===== src/rtl/dlau_result_reader.sv =====
// Drains a programmed number of FP16 results from the jFIFO read port onto a valid/ready stream with last/done.
// Optional macro DLAU_RELU_EN zeroes sign-set words at capture.
module dlau_result_reader #(
  parameter int WIDTH = 16,
  parameter int TILE  = 32,
  parameter int CNT_W = 6
) (
  input  logic             clk,
  input  logic             reset,
  input  logic             start,
  input  logic [CNT_W-1:0] tile_len,
  input  logic             fifo_empty,
  output logic             fifo_rn,
  input  logic [WIDTH-1:0] fifo_dout,
  output logic             out_valid,
  input  logic             out_ready,
  output logic [WIDTH-1:0] out_data,
  output logic             out_last,
  output logic             busy,
  output logic             done
);
  typedef enum logic [1:0] {IDLE, RUN, FIN} state_t;

  localparam logic [CNT_W-1:0] TILE_C = CNT_W'(TILE);
  localparam logic [CNT_W-1:0] ONE    = CNT_W'(1);

  state_t           state, state_nxt;
  logic [CNT_W-1:0] len, issued, sent, len_clamp;
  logic             inflight;
  logic [1:0]       occ;
  logic [WIDTH-1:0] buf0, buf1, cap_word, head;
  logic             beat, last_beat, in_run;

  assign len_clamp = (tile_len > TILE_C) ? TILE_C : tile_len;

`ifdef DLAU_RELU_EN
  assign cap_word = fifo_dout[WIDTH-1] ? '0 : fifo_dout;
`else
  assign cap_word = fifo_dout;
`endif

  // The word arriving this cycle is visible straight away when the buffer is empty,
  // so the first beat needs no extra register stage.
  assign head      = (occ != 2'd0) ? buf0 : cap_word;
  assign in_run    = (state == RUN);
  assign beat      = out_valid && out_ready;
  assign last_beat = beat && (sent == len - ONE);

  always_ff @(posedge clk) begin
    if (reset) state <= IDLE;
    else       state <= state_nxt;
  end

  always_comb begin
    state_nxt = state;
    case (state)
      IDLE:    if (start) state_nxt = RUN;
      RUN:     if (len == '0 || last_beat) state_nxt = FIN;
      FIN:     state_nxt = IDLE;
      default: state_nxt = IDLE;
    endcase
  end

  always_comb begin
    busy      = in_run;
    done      = (state == FIN);
    out_valid = in_run && (occ != 2'd0 || inflight);
    out_data  = out_valid ? head : '0;
    out_last  = out_valid && (sent == len - ONE);
    // Stored plus in-flight words never exceed the two buffer slots.
    fifo_rn   = !reset && in_run && (issued < len) && !fifo_empty &&
                (({1'b0, occ} + {2'b00, inflight}) < 3'd2);
  end

  always_ff @(posedge clk) begin
    if (reset) begin
      len      <= '0;
      issued   <= '0;
      sent     <= '0;
      inflight <= 1'b0;
      occ      <= 2'd0;
      buf0     <= '0;
      buf1     <= '0;
    end else begin
      inflight <= fifo_rn;
      if (state == IDLE && start) begin
        len    <= len_clamp;
        issued <= '0;
        sent   <= '0;
      end
      if (fifo_rn) issued <= issued + ONE;
      if (beat)    sent   <= sent + ONE;
      case (occ)
        2'd0: begin
          if (inflight && !beat) begin
            buf0 <= cap_word;
            occ  <= 2'd1;
          end
        end
        2'd1: begin
          if (beat) begin
            if (inflight) buf0 <= cap_word;
            else          occ  <= 2'd0;
          end else if (inflight) begin
            buf1 <= cap_word;
            occ  <= 2'd2;
          end
        end
        default: begin
          if (beat) begin
            buf0 <= buf1;
            occ  <= 2'd1;
          end
        end
      endcase
    end
  end

endmodule


===== config.mk =====
export PLATFORM = sky130hd
export DESIGN_NAME = dlau_result_reader
export DESIGN_NICKNAME = d
export VERILOG_FILES = /design/src/rtl/dlau_result_reader.sv
export SDC_FILE = /design/constraint.sdc
export NUM_CORES = 1
export LEC_CHECK = 0
export CORE_UTILIZATION = 49
export DETAILED_ROUTE_END_ITERATION = 10
export GPL_TIMING_DRIVEN = 0
export PLACE_DENSITY_LB_ADDON = 0.12
export SLEW_MARGIN = 10
export SYNTH_ARGS = -nofsm -noshare
export SYNTH_HDL_FRONTEND = slang
export SYNTH_SLANG_ARGS = --single-unit

===== constraint.sdc =====
create_clock -name clk -period 6.3 [get_ports clk]
set_input_delay 1.89 -clock clk [delete_from_list [all_inputs] [get_ports clk]]
set_output_delay 1.89 -clock clk [all_outputs]
set_load 0.01 [all_outputs]

# --- Word-level counts from Yosys, hierarchy flattened ---
# Cells that the tools add are included.
op_classes:
  n_addsub: 4
  n_lt_le_gt_ge: 3
  n_eq_ne: 11
  mux: 20
  bitwise_logic: 1
  reduce_logical: 27
ops:
  columns: ["op", "n"]
  rows:
  - ["2-to-1 mux 16 bit", 6]
  - ["case mux 16 bit (2 select lines)", 1]
  - ["2-to-1 mux 6 bit", 4]
  - ["2-to-1 mux 2 bit", 7]
  - ["adder 6 x 1 -> 6 bit (second input constant)", 2]
  - ["logical AND 1 bit", 10]
  - ["inequality test 2 bit (second input constant)", 4]
  - ["case mux 2 bit (2 select lines)", 2]
  - ["AND reduction 4 bit", 2]
  - ["nonzero test 2 bit", 4]
  - ["== test 6 bit", 1]
  - ["> comparator 6 bit (second input constant)", 1]
  - ["zero test 6 bit", 1]
  - ["< comparator 6 bit", 1]
  - ["inequality test 3 bit (second input constant)", 2]
  - ["subtractor 6 x 1 -> 6 bit (second input constant)", 1]
  - ["== test 2 x 1 -> 1 bit (second input constant)", 2]
  - ["zero test 2 bit", 2]
  - ["adder 2 x 1 -> 3 bit", 1]
  - ["zero test 1 bit", 3]
  - ["< comparator 3 x 2 -> 1 bit (second input constant)", 1]
  - ["AND reduction 3 bit", 1]
  - ["nonzero test 3 bit", 1]
  - ["== test 2 bit (second input constant)", 1]
  - ["4 further kinds", 5]
totals:
  regBits: 55
  out_inout_bits: 21
  word_cells: 74

# --- Depth between registers and ports, before layout ---
depth:
  ltp_word: 8
  mapped_depth: 8
  mapped_depth_nobuf: 8

# --- Worst setup path before layout ---
# Ideal clock, no wire load.
synth_path:
  kind: "input to output"
  from: "in reset"
  to: "out fifo_rn"
  arrival_ns: 3.022
  required_ns: 4.410
  path_slack_ns: 1.388
  path_stages: 5
  n_path_buf: 1
  cell_sequence: "buf_6 -> or3b_4 -> nor4b_4 -> o221ai_2 -> clkinv_1"
synth_via:
  elab_chain_cells: 5
synth_rtl:
  columns: ["element", "line", "text"]
  rows:
  - ["from (decl)", "9", "input logic reset,"]
  - ["zero test 1 bit", "71", "fifo_rn = !reset && in_run && (issued < len) && !fifo_empty &&"]
  - ["logical AND 1 bit (4 in series)", "71", null]
  - ["to (decl)", "13", "output logic fifo_rn,"]
# No other way between the ends.

# --- Worst setup path in the final report ---
# Ends and elaborated chain as after synthesis.

==> metrics.cfg <==
[cts]
clk_pin_slew_ps=90
cts_resized=0
postCtsSetupBuffers=0
clkLatencyLatePin_ps=310
cts.path.max_buffers=2
clock_sinks=55
cts_tree=yes
cts-hold-fix-buffers=0
root_buffer=clkbuf_8
htree_num_levels=2
cts_buffers=5

[global_route]
antenna_found_initial=0
use_met2_pct=42.5
grt_max_degree=17
grt_pass1_vias=2474
grt_util_met3_pct=3.84
overflow=0
grt_pass1_wl_mm=11.3
met1_usage_pct=27.6
busiest_layer=met2
grt_usage_pct=23.4

[layout]
syn_to_final_growth_pct=22.9
insertedDiodeCount=0
multi_input_area_mm2=0.00163
fill_cells=531
drive_above_1_share_pct=4.22
nNetsFinal=438
ff_latch_area_mm2=0.00110

[power]
power_mw=0.665
power_frac_clock_pct=32.7
power_switching_mw=0.170
peakVddDrop_v=0.0000996
power_density_mw_per_mm2=189
p_comb_share_pct=13.1
p_int_mw=0.495
seqPwrFrac_pct=54.2
switching_share_pct=25.6
p_leak_nw=1.37

[drt]
via_per_inst=5.51
drt_first_pass_iters=4
drc_errors=0
drtIter0Drc=87
vias=2617
wl_per_cell_um=14.3
ant_nets=0
totalWireLength_mm=6.80

[worst_setup_path]
cp_num_buf_inv=3
crit_path_start_kind=input pin
path_class=in -> out
slowest_stage=clkdlybuf4s50_1
cp_max_fo=10
cp.required_ps=4410
cp-end-kind=primary output
arrival_ps=3690
critical-path-max-stage-delay_ps=560
crit_chain=buf_6 > or3b_4 > nor4b_4 > o221ai_2 > clkinv_1 > clkdlybuf4s50_1
crit_family=buffers and inverters

[synth]
postSynthCellCount=349
ys_warn_count=0
syn_area_mm2=0.00286
yosysSeqAreaShare_pct=38.5
synthDistinctLibCells=41
synth_fp_nets=385
ys_ff_latch=55
syn_avg_cell_area_um2=8.19

[sta]
drv_slew=0
fmax_mhz=179
post-route-min-period_ps=5580
setup_viol=0
final-hold-violation-count=0
rsz0062_at_grt=no
fin_crit_sh_pct=88.5
finClkSkew_ps=8.18
worstMarginPinSlew_ps=702
finalSetupTns_ps=0
slew_headroom_pct=52.9

[die]
dieArea_mm2=0.00614
initial_core_util_pct=51.3
pin_count=48
placementRows=27
die_x_um=78.4
core-area_mm2=0.00557
die_h_um=78.4

[placement]
io_buffers=46
gp_congestion=0.861
hpwl_mm=4.87

[min_path]
hold_class=reg -> reg

[outcome]
outcome=finished clean

[job]
cap_violations=0

==> flip-flops by register name, indices dropped and copies added, names as in the netlist <==
signal and flops:
buf0 16, buf1 16, inflight 1, issued 6
len 6, occ 2, sent 6, state 2
==> synth_stat cells <==
master / instances / area (um2)
nor3_1: 3 / 15.0
and3_1: 4 / 25.0
clkbuf_1: 14 / 52.6
a31oi_1: 5 / 31.3
nand4b_1: 1 / 8.76
nor4b_4: 1 / 23.8
a211oi_1: 17 / 128
ha_1: 9 / 113
o21ai_1: 1 / 5.00
xor2_1: 3 / 26.3
a41oi_1: 1 / 8.76
mux2i_1: 32 / 320
o22a_1: 1 / 8.76
buf_2: 4 / 20.0
nor2_1: 49 / 184
o221ai_2: 1 / 15.0
buf_6: 1 / 11.3
or2_2: 1 / 6.26
inv_1: 9 / 33.8
nand2b_1: 2 / 12.5
xnor2_1: 6 / 52.6
o21ai_0: 6 / 30.0
and3b_1: 1 / 8.76
dfxtp_1: 55 / 1100
o2bb2ai_1: 1 / 8.76
a21oi_1: 37 / 185
clkinv_1: 1 / 3.75
nand2_1: 38 / 143
o21bai_1: 2 / 15.0
o21a_1: 1 / 7.51
nand3_1: 17 / 85.1
or3b_4: 1 / 11.3
and2_1: 1 / 6.26
nand3b_1: 5 / 37.5
a21o_1: 1 / 7.51
o22ai_1: 1 / 6.26
buf_1: 2 / 7.51
or3_1: 2 / 12.5
nor2b_1: 4 / 25.0
nor3b_1: 5 / 37.5
nand4_1: 3 / 18.8
==> cell type report <==
cell class	instances	area share (%)
inverters	10	1.07
well taps	72	2.56
repair buffers	46	13.1
plain buffers	21	2.60
clock buffers	7	2.74
clock inverters	1	0.214
flip-flops and latches	55	31.3
multi-input cells	263	46.4
==> worst reg2reg max path, stage by stage, from the launching register on <==
cell and delay [ps]:
dfxtp_1 440, inv_1 70, ha_1 300, a21o_1 120
a21oi_1 70, o221ai_2 390, clkinv_1 340, nand3_1 170
a31oi_1 100
==> stage by stage <==
stage               area [um2]  util, %  worst slack [ps]  hold slack [ps]  cells
global route              3510     63.0               648              528    475
floorplan                 2860        -              1390              446    349
CTS                       3510     63.0               711              498    475
detailed placement        3410     61.2               725              485    467
finish                    3510     63.0               725              498    475
global placement          3410     61.2               695              465    467
==> path summary, 6_finish.rpt <==
check	start	end	slack (ps)	cells past startpoint
max	reset	fifo_rn	720	6
min reg2reg	sent[5]$_SDFFE_PP0P_	sent[5]$_SDFFE_PP0P_	500	1
min	sent[5]$_SDFFE_PP0P_	sent[5]$_SDFFE_PP0P_	500	1
max reg2reg	len[3]$_SDFFE_PP0P_	issued[4]$_SDFFE_PP0P_	4180	8
==> logic make-up (layout without fill, tap and decap cells) <==
family	Yosys count	in the layout	synth area share, %
AND/OR/NAND/NOR	138	138	23.1
AO/OA/AOI/OAI	75	75	16.0
flip-flops	55	55	38.5
multiplexers	32	32	11.2
buffers and inverters	31	85	4.51
adder cells (fa/ha/maj)	9	9	3.94
XOR/XNOR	9	9	2.76
==> metal layers <==
layer	wire length [um]	share of wire (%)
met1	3030	45
met2	3430	50
met3	204	3.0
met4	136	2.0
met5	0	0
==> power groups by stage <==
stage | Combinational [mW] | Sequential (mW) | Clock, mW
finish | 0.0868 | 0.360 | 0.218
global route | 0.0956 | 0.362 | 0.238
CTS | 0.0871 | 0.360 | 0.223
detailed placement | 0.0865 | 0.368 | 0
global placement | 0.0851 | 0.368 | 0
floorplan | 0.0505 | 0.367 | 0
==> placed cells by master, fill, tap and decap left out, drive strengths merged, types with 2 or more instances in the layout <==
master,count
buf,7
o21bai,2
xor2,3
o21ai,7
a21oi,37
nand4,3
clkbuf,21
nor3,3
or3,2
nand2b,2
clkdlybuf4s50,46
nand2,38
nor3b,5
xnor2,6
nand3,17
nand3b,5
dfxtp,55
nor2,49
a211oi,17
ha,9
a31oi,5
mux2i,32
nor2b,4
inv,9
and3,4
Power figures use the tool's default switching activity.
